### src/rtl/esh_pkg.sv
// esh_pkg: shared FSM state type, slave-select decode and default widths for apb_sum_bridge
package esh_pkg;
  localparam int DEF_DATA_WIDTH = 16;
  localparam int DEF_ADDR_WIDTH = 4;
  localparam int DEF_NUM_SLAVES = 4;
  localparam int DEF_TIMEOUT_CYCLES = 16;
  typedef enum logic [1:0] {IDLE, SETUP, ACCESS, RESP} apb_state_t;
  function automatic logic [15:0] sel_onehot(input logic [3:0] s);
    return 16'(1) << s;
  endfunction
endpackage

### src/rtl/apb_join_stage.sv
// apb_join_stage: joins command and operand streams and captures the command with its widened sum
// Ports: clk/rst (sync, active-low); idle_i enables the join; a_*_i/b_*_i are the two input streams;
// a_ready_o/b_ready_o/accept_o are the handshake; addr_o/sel_o/write_o/wdata_o are the captured command.
module apb_join_stage import esh_pkg::*; #(
  parameter int DATA_WIDTH = DEF_DATA_WIDTH,
  parameter int ADDR_WIDTH = DEF_ADDR_WIDTH,
  parameter int SW = 2
) (
  input  logic                  clk,
  input  logic                  rst,
  input  logic                  idle_i,
  input  logic                  a_valid_i,
  input  logic                  a_write_i,
  input  logic [ADDR_WIDTH-1:0] a_addr_i,
  input  logic [DATA_WIDTH-1:0] a_wdata_i,
  input  logic [SW-1:0]         a_sel_i,
  input  logic                  b_valid_i,
  input  logic [DATA_WIDTH-1:0] b_data_i,
  output logic                  a_ready_o,
  output logic                  b_ready_o,
  output logic                  accept_o,
  output logic [ADDR_WIDTH-1:0] addr_o,
  output logic [SW-1:0]         sel_o,
  output logic                  write_o,
  output logic [DATA_WIDTH:0]   wdata_o
);
  logic [ADDR_WIDTH-1:0] addr_q;
  logic [SW-1:0]         sel_q;
  logic                  write_q;
  logic [DATA_WIDTH:0]   wdata_q, wdata_d;
  // reads never wait for or consume operand B
  assign accept_o  = idle_i && rst && a_valid_i && (!a_write_i || b_valid_i);
  assign a_ready_o = accept_o;
  assign b_ready_o = accept_o && a_write_i;
  assign wdata_d   = a_write_i ? {1'b0, a_wdata_i} + {1'b0, b_data_i} : '0;
  always_ff @(posedge clk) begin
    if (!rst) begin
      addr_q  <= '0;
      sel_q   <= '0;
      write_q <= 1'b0;
      wdata_q <= '0;
    end else if (accept_o) begin
      addr_q  <= a_addr_i;
      sel_q   <= a_sel_i;
      write_q <= a_write_i;
      wdata_q <= wdata_d;
    end
  end
  assign addr_o  = addr_q;
  assign sel_o   = sel_q;
  assign write_o = write_q;
  assign wdata_o = wdata_q;
endmodule

### src/rtl/apb_sum_bridge.sv
// apb_sum_bridge: joins command/operand streams, sums operands for writes and runs one APB transfer per command
// Ports: clk/rst (sync, active-low); a_* command stream; b_* operand stream; p* APB master to NUM_SLAVES
// slaves (prdata/pready/pslverr muxed externally); rsp_* response stream with read data and error.
// Optional APB_SUM_BRIDGE_TIMEOUT_EN aborts an ACCESS phase after TIMEOUT_CYCLES cycles without pready.
module apb_sum_bridge import esh_pkg::*; #(
  parameter int DATA_WIDTH = DEF_DATA_WIDTH,
  parameter int ADDR_WIDTH = DEF_ADDR_WIDTH,
  parameter int NUM_SLAVES = DEF_NUM_SLAVES,
  parameter int TIMEOUT_CYCLES = DEF_TIMEOUT_CYCLES,
  localparam int SW = NUM_SLAVES > 1 ? $clog2(NUM_SLAVES) : 1
) (
  input  logic                  clk,
  input  logic                  rst,
  input  logic                  a_valid,
  output logic                  a_ready,
  input  logic [ADDR_WIDTH-1:0] a_addr,
  input  logic [DATA_WIDTH-1:0] a_wdata,
  input  logic [SW-1:0]         a_sel,
  input  logic                  a_write,
  input  logic                  b_valid,
  output logic                  b_ready,
  input  logic [DATA_WIDTH-1:0] b_data,
  output logic [ADDR_WIDTH-1:0] paddr,
  output logic [DATA_WIDTH:0]   pwdata,
  output logic                  pwrite,
  output logic [NUM_SLAVES-1:0] psel,
  output logic                  penable,
  input  logic [DATA_WIDTH:0]   prdata,
  input  logic                  pready,
  input  logic                  pslverr,
  output logic                  rsp_valid,
  input  logic                  rsp_ready,
  output logic [DATA_WIDTH:0]   rsp_data,
  output logic                  rsp_err
);
  apb_state_t          state_q, state_d;
  logic [SW-1:0]       sel_q;
  logic [DATA_WIDTH:0] rsp_data_q, rsp_data_d;
  logic                rsp_err_q, rsp_err_d;
  logic                accept, legal, expire;
  apb_join_stage #(.DATA_WIDTH(DATA_WIDTH), .ADDR_WIDTH(ADDR_WIDTH), .SW(SW)) u_join (
    .clk(clk), .rst(rst), .idle_i(state_q == IDLE),
    .a_valid_i(a_valid), .a_write_i(a_write), .a_addr_i(a_addr), .a_wdata_i(a_wdata), .a_sel_i(a_sel),
    .b_valid_i(b_valid), .b_data_i(b_data),
    .a_ready_o(a_ready), .b_ready_o(b_ready), .accept_o(accept),
    .addr_o(paddr), .sel_o(sel_q), .write_o(pwrite), .wdata_o(pwdata)
  );
  // only reachable when NUM_SLAVES is not a power of two
  assign legal = 32'(a_sel) < NUM_SLAVES;
`ifdef APB_SUM_BRIDGE_TIMEOUT_EN
  localparam int CW = $clog2(TIMEOUT_CYCLES + 1);
  logic [CW-1:0] cnt_q;
  always_ff @(posedge clk) begin
    if (!rst || state_q == SETUP) cnt_q <= '0;
    else if (state_q == ACCESS && !pready) cnt_q <= cnt_q + CW'(1);
  end
  // cnt_q counts completed ACCESS cycles, so the last allowed one sees TIMEOUT_CYCLES-1
  assign expire = state_q == ACCESS && !pready && 32'(cnt_q) == TIMEOUT_CYCLES - 1;
`else
  localparam int unused_timeout = TIMEOUT_CYCLES;
  assign expire = 1'b0;
`endif
  always_comb begin
    state_d    = state_q;
    rsp_data_d = rsp_data_q;
    rsp_err_d  = rsp_err_q;
    case (state_q)
      IDLE: if (accept) begin
        state_d    = legal ? SETUP : RESP;
        rsp_data_d = '0;
        rsp_err_d  = !legal;
      end
      SETUP: state_d = ACCESS;
      ACCESS: if (pready || expire) begin
        state_d    = RESP;
        rsp_data_d = (!pready || pwrite || pslverr) ? '0 : prdata;
        rsp_err_d  = !pready || pslverr;
      end
      RESP: state_d = rsp_ready ? IDLE : RESP;
      default: state_d = IDLE;
    endcase
  end
  always_ff @(posedge clk) begin
    if (!rst) begin
      state_q    <= IDLE;
      rsp_data_q <= '0;
      rsp_err_q  <= 1'b0;
    end else begin
      state_q    <= state_d;
      rsp_data_q <= rsp_data_d;
      rsp_err_q  <= rsp_err_d;
    end
  end
  assign psel      = (state_q == SETUP || state_q == ACCESS) ? NUM_SLAVES'(sel_onehot(4'(sel_q))) : '0;
  assign penable   = state_q == ACCESS;
  assign rsp_valid = state_q == RESP;
  assign rsp_data  = rsp_data_q;
  assign rsp_err   = rsp_err_q;
endmodule

### config.mk
export PLATFORM = sky130hd
export DESIGN_NAME = apb_sum_bridge
export DESIGN_NICKNAME = d
export VERILOG_FILES = /design/src/rtl/esh_pkg.sv /design/src/rtl/apb_join_stage.sv /design/src/rtl/apb_sum_bridge.sv
export SDC_FILE = /design/constraint.sdc
export NUM_CORES = 1
export LEC_CHECK = 0
export ABC_AREA = 1
export BUFFER_PORTS_ARGS = -buffer_cell sky130_fd_sc_hd__clkbuf_2
export CAP_MARGIN = 20
export CORE_MARGIN = 2
export CORE_UTILIZATION = 49
export DETAILED_ROUTE_END_ITERATION = 8
export PLACE_DENSITY = 0.92
export SYNTH_ARGS = -nofsm -noshare
export SYNTH_HDL_FRONTEND = slang
export SYNTH_SLANG_ARGS = --single-unit
### constraint.sdc
create_clock -name clk -period 1.73 [get_ports clk]
set_input_delay 0.173 -clock clk [delete_from_list [all_inputs] [get_ports clk]]
set_output_delay 0.173 -clock clk [all_outputs]
set_load 0.03 [all_outputs]
==> metrics.md <==
| Metric | Value |
|---|---|
| Status | `finished, final reports clean` |
| IO Count | `111` |
| Tcrit/Tclk final | `0.945` |
| Worst slack, placed | `3.42 ps` |
| Reg clk slew, reported paths | `80 ps` |
| Critical path origin | `state_q[0]` |
| Cell area after synthesis | `2760 µm²` |
| I/O Buffers | `110` |
| Drt via density | `5.09` |
| DR vias | `3071` |
| Final RePlAce weighted congestion | `0.930` |
| Final Net Count | `614` |
| CTS tree | `built` |
| Row Count | `27` |
| Share of layout cells above drive strength 1 | `0.290` |
| Post-DP HPWL | `5650 µm` |
| Iteration count of the initial detailed-routing pass | `4` |
| Number of global-route vias before repair | `2788` |
| Hold Crit Class | `primary input to flip-flop` |
| Worst-path fanout max | `17` |
| Worst Max-Slew Pin Slew | `383 ps` |
| Leakage power | `0.00185 µW` |
| EDFF count, synth | `0` |
| Clock Skew | `7.78 ps` |
| Cells after synthesis | `411` |
| Max H-tree Level | `2` |
| WL/cell | `11.9 µm` |
| Worst Path Required | `1930 ps` |
| Max transition margin | `0.745` |
| Highest achievable clock rate | `611 MHz` |
| Setup WS post-layout | `94.4 ps` |
| Inserted Diodes | `0` |
| Largest net degree at the start of global routing | `37` |
| Fin crit period | `1640 ps` |
| First-pass GRT wire length | `11700 µm` |
| Data arrival time of the worst path | `1830 ps` |
| WS Path Type | `flip-flop to flip-flop` |
| CP Launch Type | `flip-flop` |
| Top cells by area, synth | `dfxtp_1, nand2_1, a21oi_1, ha_1, inv_1` |
| Final hold vios | `0` |
| Hold Path Origin | `a_addr[0]` |
| Drt drc | `0` |
| Synth warn | `0` |
| Post-Layout Cell Count | `603` |
| Hold_buf cts | `0` |
| Distinct cells, synth | `32` |
| Post-synth ARST share | `0` |
| GR Util All Layers | `0.230` |
| Final design utilization | `0.648` |
| Root Buffer | `clkbuf_8` |
| Die Y | `79.1 µm` |
| Fin. max-slew vios | `0` |
| Hold slack final | `86.1 ps` |
| Post-synthesis register bit count | `44` |
| Initial Util | `0.505` |
| CTS Buf Count | `5` |
| # clock sinks | `44` |
| Initial antenna violation count | `0` |
| Antenna-violating nets left | `0` |
| Power Dens Cells | `944 nW/µm²` |
| Clk_lat worst skew | `290 ps` |
| Core area | `5470 µm²` |
| Final WL | `7160 µm` |
| Main synth FF type | `dfxtp_1` |
| CTS Buffer Depth | `2` |
| Max Cap Violations | `0` |
| Syn_nets | `495` |
| Setup TNS Final | `0 ps` |
| Placed instance count | `589` |
| Crit path capture type | `flip-flop` |
| Die ar. | `6260 µm²` |
| Critical R2R Launch | `state_q[0]` |
| Mean Syn Cell Area | `6.72 µm²` |
| Biggest area consumer among synthesized cells | `dfxtp_1` |
| DRT iter0 DRCs | `152` |
| Final setup viols | `0` |
| Die W | `79.1 µm` |
| Max rail drop VDD | `660 µV` |
| Seq/Total Area, Yosys | `0.319` |
| Gr ovfl total | `0` |
| Area delta synth->final | `28.3%` |
| Synth top area share | `0.319` |
==> per-stage QoR <==
stage	power, µW	instance area (µm²)
final	3350	3550
after global routing	3570	3550
after CTS	3300	3510
after detailed placement	2620	3380
after global placement	2560	3380
after floorplan	2260	2770
==> where the power goes <==
group | switching (µW) | internal (µW)
clock | 330 | 326
sequential | 80.3 | 1130
combinational | 955 | 526
==> repair_timing <==
action	in CTS	in global routing
cloned	0	1
setup buffers	4	1
endpoints found under the setup margin	3	30
pin swaps	2	0
resized for setup	3	11
==> critical path, cell delays in order, from the launching register on <==
cell     delay (ps)
dfxtp_2         350
inv_2            90
ha_2            220
inv_1            60
buf_4           140
o21ai_4         180
buf_6           190
a21oi_1          80
nor3_1          230
==> state kept, by name, summed over array words and instances (netlist names) <==
signal / count
state_q: 2
rsp_err: 1
u_join.addr_o: 4
u_join.wdata_o: 17
u_join.write_o: 1
u_join.sel_o: 2
rsp_data: 17
==> cells in the mapped netlist (3+ instances only) <==
library cell	number
nand4_1	12
buf_6	4
a21oi_1	53
nand2_1	124
nand3_1	30
dfxtp_1	44
nor3_1	15
ha_1	20
clkbuf_1	5
nand3b_1	3
buf_2	3
or2_2	6
inv_1	51
o21ai_0	5
nor2_1	19
==> metal layers <==
layer  GRT usage  wire (µm)  share of wire
met4      0.0983        218          0.030
met3      0.0364        419          0.059
met1       0.275       3010           0.42
met2       0.406       3510           0.49
met5           0          0              0
==> layout by cell type (no fill, tap or decap), drive strengths merged, types with 12 or more instances in the layout <==
master / n
ha: 20
a21oi: 54
nor2: 21
nand2: 126
dfxtp: 44
nor3: 16
nand3: 31
nand4: 12
buf: 15
inv: 53
clkbuf: 117
==> cells by family after synthesis <==
| kind of cell | synth area share |
|---|---|
| AOI/OAI and AO/OA | 0.120 |
| xor gates and xnor gates | 0.00317 |
| adders and majority gates | 0.0978 |
| buffers and inverters | 0.108 |
| DFF | 0.319 |
| and+or+nand+nor | 0.353 |
==> final timing paths <==
check                        to  slack [ps]  cells past startpoint
min reg2reg  u_join.wdata_o[13]         460                      2
max reg2reg        rsp_data[11]          90                      8
max                rsp_data[11]          90                      8
min            u_join.addr_o[0]          90                      3
==> cell type report <==
| type | instances | area (µm²) |
|---|---|---|
| Fill cell | 501 | 1930 |
| Multi-Input combinational cell | 300 | 1600 |
| Sequential cell | 44 | 882 |
| Timing Repair Buffer | 124 | 671 |
| Inverter | 54 | 209 |
| Clock buffer | 8 | 90.1 |
| Tap cell | 72 | 90.1 |
| Timing Repair inverter | 1 | 5.00 |
(Power assumes the default switching activity.)
